`config.mk`:
```
export PLATFORM = sky130hd
export DESIGN_NAME = id_ex_register_flat
export DESIGN_NICKNAME = d
export VERILOG_FILES = /design/src/rtl/mips_pkg.sv /design/src/rtl/id_ex_if.sv /design/src/rtl/branch_target_adder.sv /design/src/rtl/id_ex_register.sv /design/src/flat_wrapper.sv
export SDC_FILE = /design/constraint.sdc
export NUM_CORES = 1
export LEC_CHECK = 0
export ABC_AREA = 1
export ABC_CLOCK_PERIOD_IN_PS = 800
export BUFFER_PORTS_ARGS = -buffer_cell sky130_fd_sc_hd__buf_2
export CELL_PAD_IN_SITES_DETAIL_PLACEMENT = 0
export CELL_PAD_IN_SITES_GLOBAL_PLACEMENT = 2
export CORE_MARGIN = 3
export CORE_UTILIZATION = 26
export DETAILED_ROUTE_END_ITERATION = 12
export PLACE_DENSITY = 0.81
export SYNTH_ARGS = -nofsm -noshare
export SYNTH_HDL_FRONTEND = slang
export SYNTH_SLANG_ARGS = --single-unit
```
`constraint.sdc`:
```
create_clock -name clk -period 0.8 [get_ports clk]
set_input_delay 0.16 -clock clk [delete_from_list [all_inputs] [get_ports clk]]
set_output_delay 0.16 -clock clk [all_outputs]
set_load 0.02 [all_outputs]
```
`src/rtl/mips_pkg.sv`:
```
// Shared MIPS core widths and the layout of the decoder's control bundle.
package mips_pkg;

  localparam int unsigned DATA_W = 32;
  localparam int unsigned REG_W  = 5;
  localparam int unsigned CTRL_W = 10;

  // Bit positions of the control fields inside the packed bundle
  localparam int unsigned CTRL_REGWRITE = 9;
  localparam int unsigned CTRL_MEMREAD  = 8;
  localparam int unsigned CTRL_MEMWRITE = 7;
  localparam int unsigned CTRL_MEMTOREG = 6;
  localparam int unsigned CTRL_BRANCH   = 5;
  localparam int unsigned CTRL_ALUSRC   = 4;
  localparam int unsigned CTRL_REGDST   = 3;
  localparam int unsigned CTRL_ALUOP_HI = 2;
  localparam int unsigned CTRL_ALUOP_LO = 0;

  typedef struct packed {
    logic       reg_write;
    logic       mem_read;
    logic       mem_write;
    logic       mem_to_reg;
    logic       branch;
    logic       alu_src;
    logic       reg_dst;
    logic [2:0] alu_op;
  } ctrl_t;

  localparam ctrl_t CTRL_NOP = '0;

endpackage

```
`src/rtl/id_ex_if.sv`:
```
// ID-side payload and hazard controls in, EX-side registered payload out.
interface id_ex_if;
  import mips_pkg::*;

  logic              stall;
  logic              flush;
  logic              id_valid;
  logic [DATA_W-1:0] id_pc4;
  logic [DATA_W-1:0] id_readData1;
  logic [DATA_W-1:0] id_readData2;
  logic [DATA_W-1:0] id_signExtend;
  logic [REG_W-1:0]  id_rs;
  logic [REG_W-1:0]  id_rt;
  logic [REG_W-1:0]  id_rd;
  ctrl_t             id_ctrl;

  logic              ex_valid;
  logic [DATA_W-1:0] ex_pc4;
  logic [DATA_W-1:0] ex_readData1;
  logic [DATA_W-1:0] ex_readData2;
  logic [DATA_W-1:0] ex_signExtend;
  logic [DATA_W-1:0] ex_branchTarget;
  logic [REG_W-1:0]  ex_rs;
  logic [REG_W-1:0]  ex_rt;
  logic [REG_W-1:0]  ex_rd;
  ctrl_t             ex_ctrl;

  modport master (
    output stall, flush, id_valid, id_pc4, id_readData1, id_readData2, id_signExtend,
           id_rs, id_rt, id_rd, id_ctrl,
    input  ex_valid, ex_pc4, ex_readData1, ex_readData2, ex_signExtend, ex_branchTarget,
           ex_rs, ex_rt, ex_rd, ex_ctrl
  );

  modport slave (
    input  stall, flush, id_valid, id_pc4, id_readData1, id_readData2, id_signExtend,
           id_rs, id_rt, id_rd, id_ctrl,
    output ex_valid, ex_pc4, ex_readData1, ex_readData2, ex_signExtend, ex_branchTarget,
           ex_rs, ex_rt, ex_rd, ex_ctrl
  );
endinterface

```
`src/rtl/branch_target_adder.sv`:
```
// Branch target in ID: pc4 + (imm << 2), wrapping modulo 2^DATA_W.
module branch_target_adder #(
  parameter int unsigned DATA_W = 32
) (
  input  logic [DATA_W-1:0] pc4,
  input  logic [DATA_W-1:0] imm,
  output logic [DATA_W-1:0] target_c
);
  assign target_c = pc4 + DATA_W'(imm << 2);
endmodule

```
`src/rtl/id_ex_register.sv`:
```
// ID->EX pipeline register with stall hold and flush bubble insertion.
// Define PIPE_PERF_EN to add stall/flush event counters.
module id_ex_register
  import mips_pkg::*;
(
  input  logic        clk,
  input  logic        rst_n,
  id_ex_if.slave      bus
`ifdef PIPE_PERF_EN
  ,
  output logic [31:0] perf_stall_cnt,
  output logic [31:0] perf_flush_cnt
`endif
);

  logic [DATA_W-1:0] branch_target_c;

  branch_target_adder #(.DATA_W(DATA_W)) u_bta (
    .pc4      (bus.id_pc4),
    .imm      (bus.id_signExtend),
    .target_c (branch_target_c)
  );

  // Priority: flush > stall > load; a bubble carries no control bits
  always_ff @(posedge clk or negedge rst_n) begin
    if (!rst_n) begin
      bus.ex_valid        <= 1'b0;
      bus.ex_pc4          <= '0;
      bus.ex_readData1    <= '0;
      bus.ex_readData2    <= '0;
      bus.ex_signExtend   <= '0;
      bus.ex_branchTarget <= '0;
      bus.ex_rs           <= '0;
      bus.ex_rt           <= '0;
      bus.ex_rd           <= '0;
      bus.ex_ctrl         <= CTRL_NOP;
    end else if (bus.flush) begin
      bus.ex_valid        <= 1'b0;
      bus.ex_pc4          <= '0;
      bus.ex_readData1    <= '0;
      bus.ex_readData2    <= '0;
      bus.ex_signExtend   <= '0;
      bus.ex_branchTarget <= '0;
      bus.ex_rs           <= '0;
      bus.ex_rt           <= '0;
      bus.ex_rd           <= '0;
      bus.ex_ctrl         <= CTRL_NOP;
    end else if (!bus.stall) begin
      bus.ex_valid        <= bus.id_valid;
      bus.ex_pc4          <= bus.id_pc4;
      bus.ex_readData1    <= bus.id_readData1;
      bus.ex_readData2    <= bus.id_readData2;
      bus.ex_signExtend   <= bus.id_signExtend;
      bus.ex_branchTarget <= branch_target_c;
      bus.ex_rs           <= bus.id_rs;
      bus.ex_rt           <= bus.id_rt;
      bus.ex_rd           <= bus.id_rd;
      bus.ex_ctrl         <= bus.id_valid ? bus.id_ctrl : CTRL_NOP;
    end
  end

`ifdef PIPE_PERF_EN
  // Event counters wrap naturally; a flush edge never counts as a stall
  always_ff @(posedge clk or negedge rst_n) begin
    if (!rst_n) begin
      perf_stall_cnt <= '0;
      perf_flush_cnt <= '0;
    end else if (bus.flush) begin
      perf_flush_cnt <= perf_flush_cnt + 32'd1;
    end else if (bus.stall) begin
      perf_stall_cnt <= perf_stall_cnt + 32'd1;
    end
  end
`endif

endmodule

```
`src/flat_wrapper.sv`:
```
// flat-port wrapper written by rule: the top's interface ports become plain ports
module id_ex_register_flat import mips_pkg::*;
  (clk, rst_n, bus_stall, bus_flush, bus_id_valid, bus_id_pc4, bus_id_readData1, bus_id_readData2, bus_id_signExtend, bus_id_rs, bus_id_rt, bus_id_rd, bus_id_ctrl, bus_ex_valid, bus_ex_pc4, bus_ex_readData1, bus_ex_readData2, bus_ex_signExtend, bus_ex_branchTarget, bus_ex_rs, bus_ex_rt, bus_ex_rd, bus_ex_ctrl);
  id_ex_if bus_i ();
  input  logic clk;
  input  logic rst_n;
  input wire logic [$bits(bus_i.stall)-1:0] bus_stall;
  input wire logic [$bits(bus_i.flush)-1:0] bus_flush;
  input wire logic [$bits(bus_i.id_valid)-1:0] bus_id_valid;
  input wire logic [$bits(bus_i.id_pc4)-1:0] bus_id_pc4;
  input wire logic [$bits(bus_i.id_readData1)-1:0] bus_id_readData1;
  input wire logic [$bits(bus_i.id_readData2)-1:0] bus_id_readData2;
  input wire logic [$bits(bus_i.id_signExtend)-1:0] bus_id_signExtend;
  input wire logic [$bits(bus_i.id_rs)-1:0] bus_id_rs;
  input wire logic [$bits(bus_i.id_rt)-1:0] bus_id_rt;
  input wire logic [$bits(bus_i.id_rd)-1:0] bus_id_rd;
  input wire logic [$bits(bus_i.id_ctrl)-1:0] bus_id_ctrl;
  output wire logic [$bits(bus_i.ex_valid)-1:0] bus_ex_valid;
  output wire logic [$bits(bus_i.ex_pc4)-1:0] bus_ex_pc4;
  output wire logic [$bits(bus_i.ex_readData1)-1:0] bus_ex_readData1;
  output wire logic [$bits(bus_i.ex_readData2)-1:0] bus_ex_readData2;
  output wire logic [$bits(bus_i.ex_signExtend)-1:0] bus_ex_signExtend;
  output wire logic [$bits(bus_i.ex_branchTarget)-1:0] bus_ex_branchTarget;
  output wire logic [$bits(bus_i.ex_rs)-1:0] bus_ex_rs;
  output wire logic [$bits(bus_i.ex_rt)-1:0] bus_ex_rt;
  output wire logic [$bits(bus_i.ex_rd)-1:0] bus_ex_rd;
  output wire logic [$bits(bus_i.ex_ctrl)-1:0] bus_ex_ctrl;
  assign bus_i.stall = bus_stall;
  assign bus_i.flush = bus_flush;
  assign bus_i.id_valid = bus_id_valid;
  assign bus_i.id_pc4 = bus_id_pc4;
  assign bus_i.id_readData1 = bus_id_readData1;
  assign bus_i.id_readData2 = bus_id_readData2;
  assign bus_i.id_signExtend = bus_id_signExtend;
  assign bus_i.id_rs = bus_id_rs;
  assign bus_i.id_rt = bus_id_rt;
  assign bus_i.id_rd = bus_id_rd;
  assign bus_i.id_ctrl = bus_id_ctrl;
  assign bus_ex_valid = bus_i.ex_valid;
  assign bus_ex_pc4 = bus_i.ex_pc4;
  assign bus_ex_readData1 = bus_i.ex_readData1;
  assign bus_ex_readData2 = bus_i.ex_readData2;
  assign bus_ex_signExtend = bus_i.ex_signExtend;
  assign bus_ex_branchTarget = bus_i.ex_branchTarget;
  assign bus_ex_rs = bus_i.ex_rs;
  assign bus_ex_rt = bus_i.ex_rt;
  assign bus_ex_rd = bus_i.ex_rd;
  assign bus_ex_ctrl = bus_i.ex_ctrl;
  id_ex_register u_core (.clk(clk), .rst_n(rst_n), .bus(bus_i));
endmodule
```
## After elaboration in Yosys (flattened, before gate mapping)

Index checks and enable logic that the tools add are counted.

- Eq/ne operators: 1
- Add/sub/neg operators: 1
- Muxes and demuxes: 21

Operators with widths:

| kind | count |
|---|---|
| $mux 32 | 10 |
| $add 32x32->32 | 1 |
| $mux 10 | 3 |
| $mux 5 | 6 |
| $mux 1 | 2 |
| $ne 2x1->1 const B | 1 |

- Word-level logic and storage cells: 40
- Bits in registers: 186
- Output and inout bits: 186
- Input bits: 158

## Depth between registers and ports, before layout

- Word-level depth: 3
- Depth in mapped cells: 13
- Gate-level depth less buffers: 13

## Hierarchy

A second synthesis with hierarchy kept.

- Cells, all modules: 1236
- Area total of the unflattened synthesis: 9255.1 um^2

Modules (own cells, without submodules):

| module | seq. area each (um^2) | cells each | times used | area each (um^2) |
|---|---|---|---|---|
| id_ex_register | 4654.5 | 788 | 1 | 7009.2 |
| branch_target_adder | 0.0 | 448 | 1 | 2245.9 |

## Worst setup path after synthesis

OpenSTA, ideal clock, no wires.

- Path type: input -> register
- Start: in bus_id_signExtend[0]
- End: reg u_core.bus.ex_branchTarget[16]
- Data required time: 0.674 ns
- Setup slack: -0.799 ns
- Library setup time: 0.126 ns
- Path buffers: 0
- Stages on the path: 13
- Arrival: 1.473 ns
- Cell sequence: ha_1 -> inv_1 -> fa_1 -> inv_1 -> nand3_1 -> nand3_1 -> nand2_1 -> nand2_1 -> nand3_1 -> nand2_1 -> nand2_1 -> nand2_1 -> o21ai_0

- Word-level cells in the longest chain between the ends: 3

Ends and longest elaborated chain:

| item | line | text |
|---|---|---|
| start, declared | flat_wrapper.sv:13 | `input wire logic [$bits(bus_i.id_signExtend)-1:0] bus_id_signExtend;` |
| $add 32x32->32 | branch_target_adder.sv:9 | `assign target_c = pc4 + DATA_W'(imm << 2);` |
| $mux 32 | id_ex_register.sv:48 | `end else if (!bus.stall) begin` |
| $mux 32 | id_ex_register.sv:37 | `end else if (bus.flush) begin` |
| end signal, assigned | id_ex_register.sv:54 | `bus.ex_branchTarget <= branch_target_c;` |
| end, declared | id_ex_if.sv:38 | `output ex_valid, ex_pc4, ex_readData1, ex_readData2, ex_signExtend, ex_branchTarget,` |

No other way between the ends. The select of a mux whose other input is x is not followed.
A chain may end at the register's enable or synchronous reset.

## Final worst setup path

- Start: reg u_core.bus.ex_branchTarget[6]
- End: out bus_ex_branchTarget[6]

RTL lines:

| item | line | text |
|---|---|---|
| end, declared | flat_wrapper.sv:23 | `output wire logic [$bits(bus_i.ex_branchTarget)-1:0] bus_ex_branchTarget;` |

No word-level cell between the ends.

==> flow_summary_export.csv <==
group,metric,value,unit
power_and_ir_drop,peakVddDrop,1.42,mV
sta,whs,0.0250,ns
synth,synth_top_family_by_area,"compound AO/OA/AOI/OAI gates",
setup_path,crit_path_end_kind,"primary output",
synth,postSynthCellCount,911,
global_routing,grt_pass1_vias,9848,
drt,vias,9138,
global_routing,grt_max_degree,60,
layout,multi_input_area,0.00469,mm2
clock_network,cts-root-buf,"clkbuf_16",
die,placementRows,66,
sta,hold_violations,0,
setup_path,crit_chain,"buf_6",
synth,synth_area_leaders,"dfrtp_1 53%, a22o_1 14%, nand2_1 10%, ha_1 4.2%, inv_1 4.1%",
place,io_buffers,343,
synth,yosysUniqueCellTypes,30,
layout,filler_cell_count,2889,
clock_network,cts_num_sinks,184,
sta,fin_ws,-0.421,ns
sta,clock.fmax,0.819,GHz
layout,final_util,52.5,%
drt,via_per_inst,4.50,
setup_path,crit_family,"flip-flops",
synth,yosys-top-cells-count,"243 x nand2_1, 184 x dfrtp_1, 143 x a22o_1",
global_routing,grt_pass1_wl,54900,um
place,dp.final_hpwl,24600,um
die,core_area,0.0328,mm2
clock_network,cts_buffers,17,
layout,layout-drive-gt1-share,50.6,%
status,violations,"setup timing",
place,gp_congestion,0.807,
clock_network,cts_tree,"done",
global_routing,grt_usage,19.6,%
synth,synth.most_common_cell,"nand2_1",
synth,muxShareOfSynthArea,0,%
synth,ys_seq_area_share,52.9,%
synth,synth_edf_count,0,
setup_path,cp-start-kind,"flop",
layout,register_area,0.00461,mm2
sta,setup_viol,262,
sta,slew_headroom,77.3,%
drt,wl_per_cell,17.5,um
clock_network,insertion_delay,0.44,ns
sta,maxSlewViolCount,0,
layout,final_nets,1763,
synth,ys_async_sr_fraction,100,%
sta,grt_setup_unrepaired,"true",
min_path,min_path_type,"in2reg",
synth,synth_area_leader_cell,"dfrtp_1",
drt,drc,0,
setup_path,max_stage_delay,0.46,ns
power_and_ir_drop,p_leak,8.67,nW
synth,ys.flop_type,"dfrtp_1",
setup_path,cp_data_required_time,0.64,ns
synth,synth_compound_area_share,18.8,%
setup_path,cp_slowest_cell,"dfrtp_2",
die,initial_core_util,26.5,%
sta,fin_crit_sh,153,%
global_routing,antenna_found_initial,2,
drt,first_pass_iters,5,
power_and_ir_drop,report.power.total,27.2,mW
die,die_h,189,um
die,io_pins,344,
synth,ys_seq_elements,184,
synth,yosysTopAreaCellShare,52.9,%
setup_path,worstPathArrival,1.06,ns
sta,clock_skew,0,ns
setup_path,critical_path_class,"reg2out",
power_and_ir_drop,power_density,1580,mW/mm2
run,cap_violations,0,
clock_network,cts_max_path_buffers,2,
clock_network,clk_pin_slew,0.08,ns
synth,synth-xor-area-share,0.201,%
drt,drtIter0Drc,426,
layout,area_delta_synth_final,97.6,%
clock_network,h-tree-depth,4,
synth,synth-simple-area-share,17.2,%
sta,finalSetupTns,-73.53,ns
synth,synthesis.nets,1099,
synth,yosysWarnings,0,
drt,routed_wl,35500,um
setup_path,worst-path-buf-inv,1,
drt,ant_nets,0,
place,dpl_worst_slack,-0.925,ns
synth,syn_area,0.00870,mm2
global_routing,grt_remaining_overflow,0,
sta,tightest_slew,0.341,ns
die,die_w,189,um
sta,fin_crit,1.22,ns
synth,syn_avg_cell_area,9.55,um2
setup_path,crit_fanout,2,
status,outcome,"complete, but fails checks",
synth,synthAdderAreaFrac,4.40,%
die,die_area,0.0357,mm2
[cell usage in the layout (no fill, tap or decap), drive strengths merged, types with 2 or more instances in the layout]
cell type / instances
a21oi: 28
a22o: 143
a32o: 12
and2: 3
buf: 545
clkbuf: 19
clkinv: 2
clkinvlp: 2
dfrtp: 184
dlygate4sd3: 141
ha: 29
inv: 105
nand2: 254
nand3: 39
nand4: 4
nor2: 45
nor3: 2
o21ai: 19
o21bai: 3
or2: 2
xor2: 2
[sequential cells by signal, summed over array words and instances (netlist names)]
name / count
u_core.bus.ex_rs: 5
u_core.bus.ex_readData2: 32
u_core.bus.ex_ctrl: 10
u_core.bus.ex_rd: 5
u_core.bus.ex_branchTarget: 30
u_core.bus.ex_readData1: 32
u_core.bus.ex_valid: 1
u_core.bus.ex_rt: 5
u_core.bus.ex_pc4: 32
u_core.bus.ex_signExtend: 32
[timing repair]
item / 4_1_cts / 5_1_grt
endpoints found under the setup margin: 213 / 239
pin swaps: 102 / 120
buffers inserted: 62 / 55
gates resized for setup: 566 / 131
hold buffers: 140 / 1
endpoints found under the hold margin: 323 / 1
[worst paths after layout]
kind | startpoint | to | slack [ns] | cells past startpoint
hold reg to reg | u_core.bus.ex_branchTarget[8] | u_core.bus.ex_branchTarget[8] | 0.51 | 2
min in group asynchronous | rst_n | u_core.bus.ex_branchTarget[6] | 0.09 | 2
setup / recovery | u_core.bus.ex_branchTarget[6] | bus_ex_branchTarget[6] | -0.42 | 1
hold / removal | bus_id_signExtend[24] | u_core.bus.ex_signExtend[24] | 0.02 | 2
setup reg to reg | u_core.bus.ex_signExtend[9] | u_core.bus.ex_signExtend[9] | -0.10 | 3
max in group asynchronous | rst_n | u_core.bus.ex_pc4[21] | 0.13 | 4
[layer usage]
layer  wire (um)  vias to the layer above  track usage (%)
li1            -                     4429                -
met5          13                        -                0
met4         843                        2             6.22
met2       18100                      284             33.5
met1       14600                     4378             24.1
met3        1920                       45             5.13
[kinds of logic after synthesis]
family | after synthesis
buffers and inverters | 139
xor gates and xnor gates | 2
AOI/OAI and AO/OA | 206
adders and majority gates | 30
and+or+nand+nor | 350
DFF | 184
[report_power, final]
part	total, mW	switching [mW]	internal (mW)
Sequential	10.4	0.484	9.87
Combinational	8.36	4.02	4.34
Clock	8.48	4.09	4.39
Total	27.2	8.59	18.6
[final cells by class]
| class | count | area share (%) |
|---|---|---|
| repair buffers | 687 | 37.2 |
| multi-input cells | 588 | 27.3 |
| flip-flops and latches | 184 | 26.8 |
| well taps | 442 | 3.22 |
| clock buffers | 18 | 2.49 |
| inverters | 97 | 2.22 |
| clock inverters | 13 | 0.793 |
| diodes | 1 | 0.0145 |
[stage by stage]
| stage | area [um2] | cells |
|---|---|---|
| 2_1_floorplan | 9220 | 911 |
| 6_report | 17200 | 2030 |
| 3_5_place_dp | 12100 | 1753 |
| 4_1_cts | 16400 | 1984 |
| 5_1_grt | 17200 | 2030 |
| 3_3_place_gp | 12100 | 1753 |
Power figures use the tool's default switching activity.
